[config.mk]
export PLATFORM = sky130hd
export DESIGN_NAME = ppu_mem_arbiter
export DESIGN_NICKNAME = d
export VERILOG_FILES = /design/src/rtl/ppu_mem_arbiter.sv
export SDC_FILE = /design/constraint.sdc
export NUM_CORES = 1
export LEC_CHECK = 0
export ABC_CLOCK_PERIOD_IN_PS = 7900
export BUFFER_PORTS_ARGS = -buffer_cell sky130_fd_sc_hd__clkbuf_2
export CAP_MARGIN = 5
export CORE_MARGIN = 3
export CORE_UTILIZATION = 48
export DETAILED_ROUTE_END_ITERATION = 10
export PLACE_DENSITY = 0.71
export SLEW_MARGIN = 15
export SYNTH_ARGS = -nofsm -noshare
export SYNTH_HDL_FRONTEND = slang
export SYNTH_SLANG_ARGS = --single-unit
[constraint.sdc]
create_clock -name clk -period 7.9 [get_ports clk]
set_clock_uncertainty 0.2 [all_clocks]
set_input_delay 1.58 -clock clk [delete_from_list [all_inputs] [get_ports clk]]
set_output_delay 1.58 -clock clk [all_outputs]
set_load 0.02 [all_outputs]
[src/rtl/ppu_mem_arbiter.sv]
// ppu_mem_arbiter
// Shares the single address/write port of the PPU attribute, pattern and
// colour tables between buffered host writes and PPU scanline reads.
// Host writes queue in a small FIFO and drain into slots the PPU leaves free.
// During active video the PPU has priority, during vblank the host does, and
// a starvation counter forces a host slot after STARVE_MAX waiting cycles.
// Build option: define PPU_VBLANK_ONLY_EN to confine host table writes to
// vertical blanking.
module ppu_mem_arbiter #(
   parameter int FIFO_DEPTH = 8,
   parameter int STARVE_MAX = 64
) (
   input  logic        clk,
   input  logic        reset,
   input  logic        chipselect,
   input  logic        write,
   input  logic [11:0] address,
   input  logic [31:0] writedata,
   output logic        host_ready,
   output logic        overflow,
   input  logic        ovf_clr,
   input  logic        vblank,
   input  logic        ppu_req,
   input  logic [1:0]  ppu_sel,
   input  logic [7:0]  ppu_addr,
   output logic        ppu_grant,
   output logic        ppu_rvalid,
   output logic [2:0]  mem_we,
   output logic [7:0]  mem_addr,
   output logic [31:0] mem_wdata,
   output logic [1:0]  mem_rsel
);

   localparam int PTR_W = (FIFO_DEPTH > 1) ? $clog2(FIFO_DEPTH) : 1;
   localparam int CNT_W = PTR_W + 1;
   localparam logic [CNT_W-1:0] DEPTH_C  = CNT_W'(FIFO_DEPTH);
   localparam logic [7:0]       STARVE_C = 8'(STARVE_MAX);

`ifdef PPU_VBLANK_ONLY_EN
   localparam bit VBLANK_ONLY = 1'b1;
`else
   localparam bit VBLANK_ONLY = 1'b0;
`endif

   typedef enum logic [1:0] {
      IDLE    = 2'd0,
      PPU_RD  = 2'd1,
      HOST_WR = 2'd2
   } slot_t;

   // One-hot write enable for a table select; select 3 never reaches here.
   function automatic logic [2:0] table_we(input logic [1:0] sel);
      case (sel)
         2'd0:    table_we = 3'b001;
         2'd1:    table_we = 3'b010;
         2'd2:    table_we = 3'b100;
         default: table_we = 3'b000;
      endcase
   endfunction

   logic [1:0]       fifo_sel  [FIFO_DEPTH];
   logic [7:0]       fifo_addr [FIFO_DEPTH];
   logic [31:0]      fifo_data [FIFO_DEPTH];
   logic [PTR_W-1:0] wr_ptr;
   logic [PTR_W-1:0] rd_ptr;
   logic [CNT_W-1:0] count;
   logic [7:0]       starve_cnt;
   slot_t            state;
   slot_t            nxt_state;
   logic             vld_p1;
   logic             vld_p2;

   logic             fifo_full;
   logic             fifo_empty;
   logic             host_sel_ok;
   logic             wr_req;
   logic             push;
   logic             pop;
   logic             drop;
   logic             host_ok;
   logic             starved;
   logic [7:0]       in_addr;
   logic             unused_addr_bits;

   assign fifo_full   = (count == DEPTH_C);
   assign fifo_empty  = (count == '0);
   assign host_ready  = ~fifo_full;
   assign host_sel_ok = (address[11:10] != 2'd3);
   assign wr_req      = chipselect & write & host_sel_ok;
   assign push        = wr_req & ~fifo_full;
   assign drop        = wr_req & fifo_full;
   assign pop         = (nxt_state == HOST_WR);
   assign host_ok     = ~VBLANK_ONLY | vblank;
   assign starved     = ~fifo_empty & (starve_cnt == STARVE_C);
   // Pattern table is addressed by the full byte, attr/colour by a nibble.
   assign in_addr     = (address[11:10] == 2'd1) ? address[7:0] : {4'h0, address[3:0]};
   assign unused_addr_bits = ^address[9:8];

   assign ppu_grant   = vld_p1;
   assign ppu_rvalid  = vld_p2;

   // Pick the owner of the next memory slot from the registered count and current inputs.
   always_comb begin
      nxt_state = IDLE;
      if (starved && host_ok) begin
         nxt_state = HOST_WR;
      end else if (vblank) begin
         if (!fifo_empty && host_ok) nxt_state = HOST_WR;
         else if (ppu_req)           nxt_state = PPU_RD;
      end else begin
         if (ppu_req)                nxt_state = PPU_RD;
         else if (!fifo_empty && host_ok) nxt_state = HOST_WR;
      end
   end

   // FIFO storage: payload only, pointers live with the control state.
   always_ff @(posedge clk) begin
      if (push) begin
         fifo_sel[wr_ptr]  <= address[11:10];
         fifo_addr[wr_ptr] <= in_addr;
         fifo_data[wr_ptr] <= writedata;
      end
   end

   // FIFO pointers, occupancy and the sticky overflow flag.
   always_ff @(posedge clk or posedge reset) begin
      if (reset) begin
         wr_ptr   <= '0;
         rd_ptr   <= '0;
         count    <= '0;
         overflow <= 1'b0;
      end else begin
         if (push) wr_ptr <= wr_ptr + PTR_W'(1);
         if (pop)  rd_ptr <= rd_ptr + PTR_W'(1);
         case ({push, pop})
            2'b10:   count <= count + CNT_W'(1);
            2'b01:   count <= count - CNT_W'(1);
            default: count <= count;
         endcase
         overflow <= drop | (overflow & ~ovf_clr);
      end
   end

   // Slot FSM with registered memory-port outputs and starvation tracking.
   always_ff @(posedge clk or posedge reset) begin
      if (reset) begin
         state      <= IDLE;
         vld_p1     <= 1'b0;
         vld_p2     <= 1'b0;
         mem_we     <= 3'b000;
         mem_addr   <= '0;
         mem_wdata  <= '0;
         mem_rsel   <= '0;
         starve_cnt <= '0;
      end else begin
         state  <= nxt_state;
         // read data is valid one cycle after the granted slot
         vld_p2 <= (state == PPU_RD);
         case (nxt_state)
            HOST_WR: begin
               vld_p1    <= 1'b0;
               mem_we    <= table_we(fifo_sel[rd_ptr]);
               mem_addr  <= fifo_addr[rd_ptr];
               mem_wdata <= fifo_data[rd_ptr];
            end
            PPU_RD: begin
               vld_p1   <= 1'b1;
               mem_we   <= 3'b000;
               mem_addr <= ppu_addr;
               mem_rsel <= ppu_sel;
            end
            default: begin
               vld_p1 <= 1'b0;
               mem_we <= 3'b000;
            end
         endcase
         if (fifo_empty || nxt_state == HOST_WR || !host_ok)
            starve_cnt <= '0;
         else if (starve_cnt != STARVE_C)
            starve_cnt <= starve_cnt + 8'd1;
      end
   end

endmodule

# Word-level counts from Yosys, hierarchy flattened
# Memory sizes are Yosys's and may differ from the RTL's. A register that Yosys moved wholly into a read port is not among the register bits.
# Cells that the tools add are included.
# word_totals
regBits	36
ramBits	336
out_inout_bits	49
memories	3
elab_cells	63
inputBits	61
# op_classes
n_eq_ne	12
n_mux	16
n_reduce_logical	6
addsub	5
bitwise_logic	10
# mem_list
name	words	width	read_ports	rd_ports_with_merged_regs	write_ports	line	source
fifo_data	8	32	1	1	1	63	logic [31:0] fifo_data [FIFO_DEPTH];
fifo_addr	8	8	1	0	1	62	logic [7:0] fifo_addr [FIFO_DEPTH];
fifo_sel	8	2	1	0	1	61	logic [1:0] fifo_sel [FIFO_DEPTH];
# ops
operator	n
8-bit two-way mux	3
8-bit case mux with 2 select lines	1
2-bit by 1-bit == test with 1-bit output, second input constant	5
2-bit two-way mux	5
3-bit case mux with 3 select lines	1
8-bit by 1-bit adder with 8-bit output, second input constant	1
8-bit by 7-bit == test with 1-bit output, second input constant	1
8-bit by 7-bit != test with 1-bit output, second input constant	1
4-bit case mux with 2 select lines	1
3-bit by 1-bit adder with 3-bit output, second input constant	2
1-bit AND	6
2-bit == test, second input constant	3
2-bit nonzero test	3
4-bit by 1-bit adder with 4-bit output, second input constant	1
4-bit == test, second input constant	1
4-bit logical NOT	1
1-bit two-way mux	4
4-bit by 1-bit subtractor with 4-bit output, second input constant	1
3-bit two-way mux	1
1-bit NOT	3
2-bit logical NOT	1
2-bit != test, second input constant	1
1-bit logical OR	1
1-bit OR	1

# Depth between registers and ports, before layout
# depth
ltp_word	8
depth_mapped	15
ltp_nobuf	15

# Worst setup path before layout
# Ideal clock, no wire load.
# synth_path
path_type	input port to flip-flop
from	input address[11]
to	memory fifo_addr[4][0] (enable)
t_arrival_ns	6.369
path_buffers	0
setup_time_ns	0.561
required_ns	7.139
path_slack_ns	0.770
stages	4
path_cell_list	nand2_1 > and4_4 > inv_2 > nor4b_1
# synth_between
elab_chain_len	5
# synth_rtl
element	line	source
start, declared	17	input logic [11:0] address,
2-bit != test	88	assign host_sel_ok = (address[11:10] != 2'd3);
1-bit AND	89	assign wr_req = chipselect & write & host_sel_ok;
1-bit AND	90	assign push = wr_req & ~fifo_full;
1-bit two-way mux	118	if (push) begin
1-bit two-way mux (not written as such)	120	fifo_addr[wr_ptr] <= in_addr;
end, declared	62	
# No other way between the ends.

# Final worst setup path
# layout_path
from	input vblank
to	register count[2]
# layout_between
elab_chain_len	5
elab_cells_between_ends	7
cone_classes	eq/ne: 3; mux: 3; reduce/logical: 1
# layout_rtl
element	line	source
start, declared	22	input logic vblank,
2-bit two-way mux *	107	end else if (vblank) begin
2-bit two-way mux *	105	if (starved && host_ok) begin
named net nxt_state[1]	69	slot_t nxt_state;
2-bit == test *	92	assign pop = (nxt_state == HOST_WR);
2-bit by 1-bit == test with 1-bit output or 2-bit == test (tied branches)	135	case ({push, pop})
4-bit case mux with 2 select lines or 2-bit nonzero test (tied branches)	--	
end signal, assigned	136	2'b10: count <= count + CNT_W'(1);
end signal, assigned	137	2'b01: count <= count - CNT_W'(1);
end signal, assigned	138	default: count <= count;
end, declared	66	logic [CNT_W-1:0] count;
# The timed path passes the listed nets; every way through them passes the cells marked *.
# A chain may end at the register's enable or synchronous reset.

==> run_results.csv <==
group,metric,value,unit
power,net-switching-power,1830,uW
detailed_routing,route.detailed.drc,0,
timing,rsz0062_at_grt,"false",
synth,synth_nets,863,
worst_setup_path,r2r-start,"starve_cnt[0]",
clocking,post-cts-setup-buffers,0,
timing,fmax,249,MHz
timing,hold_viol_final,0,
job,drv_cap,0,
worst_setup_path,reg2reg_depth,15,
final_layout,nNetsFinal,987,
grt,grt_use_total,0.172,
final_layout,fin_util,0.563,
timing,finalSetupViolCount,0,
clocking,htreeDepth,2,
synth,synth_common_cells,"edfxtp_1, dfrtp_1, mux4_2",
synth,netlist_area,0.0155,sq mm
worst_setup_path,arrival,4.20,ns
grt,antenna_found_initial,3,
detailed_routing,antenna_left,0,
clocking,cts_buffers,40,
power,seq_power_share,0.463,
final_layout,drive_gt1_frac,0.293,
hold_path,hold_class,"flip-flop to flip-flop",
power,p_int,4460,uW
floorplan,floorplan.initialDensity,0.489,
timing,slew_headroom,0.313,
synth,synth_area_leaders,"edfxtp_1, dfrtp_1, mux4_2, mux2i_1, mux2_2",
clocking,clock_sinks,404,
detailed_routing,dr.pass1.iters,5,
detailed_routing,vias,7551,
power,powerDensity,353,mW/mm^2
worst_setup_path,cp_common_cell,"xor2_1",
place,routabilityCongestion,0.713,
synth,yosys_warnings,0,
power,power,6290,uW
power,p_comb_frac,0.232,
floorplan,chipWidth,185,um
grt,first_global_vias,7618,
clocking,cts_max_path_buffers,3,
place,io_buffers,107,
worst_setup_path,endpoint_kind,"flip-flop",
synth,synth_top_area_share,0.652,
place,dp_hpwl,15.7,mm
synth,synth.largest_area_cell,"edfxtp_1",
synth,async_reset_ff_frac,0.168,
run_status,outcome,"finished clean",
synth,synthMostInstantiatedCell,"edfxtp_1",
detailed_routing,drt_iter0_markers,531,
worst_setup_path,cp_max_fo,73,
synth,ys_ff_latch,404,
detailed_routing,drt-vias-per-instance,5.59,
power,p_clk_frac,0.305,
worst_setup_path,rr_endpoint,"count[2]",
synth,seq_area_frac_synth,0.763,
synth,synth-edff-count,336,
synth,avgSynthCellArea,19.5,sq um
worst_setup_path,crit_start,"vblank",
floorplan,core-area,0.0316,sq mm
final_layout,final_area,0.0178,sq mm
timing,fin_crit_sh,0.508,
synth,syn_inst,793,
timing,period_minus_slack,4.02,ns
worst_setup_path,worst_path_max_delay_cell,"ha_4",
timing,worst-slew-pin-transition,1.03,ns
floorplan,pin_count,110,
worst_setup_path,rrSetupSlack,4.05,ns
clocking,cts_hold_buffers,0,
detailed_routing,routed_wl,29.1,mm
synth,ys_types,41,
clocking,cts_root_buf,"clkbuf_16",
worst_setup_path,setup.worst_path.class,"input pin to flip-flop",
clocking,clk_pin_slew_worst_paths,0.06,ns
clocking,cts.repair.resized,0,
power,swShare,0.291,
timing,tns,0,ns
worst_setup_path,path_cells,"clkbuf_2, inv_1, a31oi_1, inv_1, nand2_1, ha_4, ha_1, xor2_1, ha_1, a21oi_1, xor2_1, nor2_1, xor2_1",
floorplan,fp.dieH,185,um
power,irDropWorstVdd,250,uV
place,placedInstanceArea,0.0164,sq mm
clocking,clock_latency,0.52,ns
power,leakage,0.00627,uW
grt,grt_max_degree,74,
floorplan,num_rows,65,
timing,hold_slack,0.185,ns
synth,synthFlopType,"edfxtp_1",
clocking,cts_tree,"built",
worst_setup_path,cp-endpoint,"count[2]",
grt,grt_pass1_wl,44.9,mm
detailed_routing,wl_per_cell,21.5,um
worst_setup_path,worst-endpoint-required,8.09,ns
floorplan,die_area,0.0344,sq mm
worst_setup_path,worstSetupStartpointType,"input pin",
grt,overflow,0,
final_layout,syn_to_final_growth,15.1,%
worst_setup_path,max_stage_delay,0.68,ns
timing,slew_viol_final,0,
[metrics by stage]
stage | worst slack [ns] | std cells
floorplan | 0.770 | 793
global placement | 3.40 | 1277
detailed placement | 3.32 | 1277
CTS | 3.85 | 1351
global route | 3.58 | 1352
finish | 3.88 | 1352
[state kept, by name (all words and copies together) (netlist names), 4 cells and up]
name / count
fifo_sel: 16
starve_cnt: 8
fifo_data: 256
mem_wdata: 32
fifo_addr: 64
count: 4
mem_addr: 8
[power groups by stage]
stage,clock (uW),sequential (uW),combinational (uW)
finish,1920,2910,1460
global route,2050,2970,1600
CTS,1950,2930,1490
detailed placement,0,2970,1480
global placement,0,2950,1460
floorplan,0,2850,1170
[cell families after synthesis]
kind of cell | count (synthesis) | synth area share
muxes | 136 | 0.143
DFF | 404 | 0.763
xor gates and xnor gates | 15 | 0.00850
buffers and inverters | 47 | 0.0167
AOI/OAI and AO/OA | 74 | 0.0278
and+or+nand+nor | 108 | 0.0343
adders and majority gates | 9 | 0.00728
[metal layers]
metal  global-route usage  part of all wire  vias to the layer above  routed length, um
met5                    0           0.00089                        -                 26
met4               0.0405             0.018                        4                522
met1                0.246              0.43                     3896              12600
li1                     -                 -                     3406                  -
met2                0.279              0.48                      204              14100
met3               0.0342             0.063                       41               1840
[critical path, delay by kind of cell]
family	cells	cell delay, ns
AND/OR/NAND/NOR	2	0.20
AO/OA/AOI/OAI	2	0.51
buffers and inverters	3	0.24
XOR/XNOR	3	0.39
adder cells (fa/ha/maj)	3	1.26
[final cells by class]
type                       instances  area [sq um]
clock inverter                    17           218
clock buffer                      57          1130
antenna                            1          2.50
inverter                           8          31.3
fill                            2369         13800
timing repair buffer             121           641
sequential                       404         11800
tap                              402           503
multi-input combinational        342          3470
[worst min-delay path by stage]
stage / from / to / cells past startpoint
CTS: state[1] / ppu_rvalid / 1
detailed placement: state[1] / ppu_rvalid / 1
floorplan: state[1] / ppu_rvalid / 1
global placement: state[1] / ppu_rvalid / 1
finish: state[1] / ppu_rvalid / 1
global route: state[1] / ppu_rvalid / 1
[cells in the final DEF (no fill, tap or decap), types with 3 or more instances in the layout]
master and count:
edfxtp_1 336, clkbuf_2 107, mux4_2 66, dfrtp_1 65
mux2i_1 52, nor2_1 47, clkbuf_16 42, a21oi_1 40
o22ai_1 20, mux2_2 18, nand2_1 15, buf_4 14
clkbuf_1 13, nor2b_1 8, xor2_1 8, ha_1 8
xnor2_1 7, clkinv_1 7, nand3_1 6, inv_1 6
and2_1 5, bufinv_16 5, nor3_1 4, o21ai_0 4
and3_1 3, a211oi_1 3, nand2b_1 3, a221o_1 3
nor3_2 3, clkinv_2 3, dfrtp_4 3
Power figures use the tool's default switching activity.
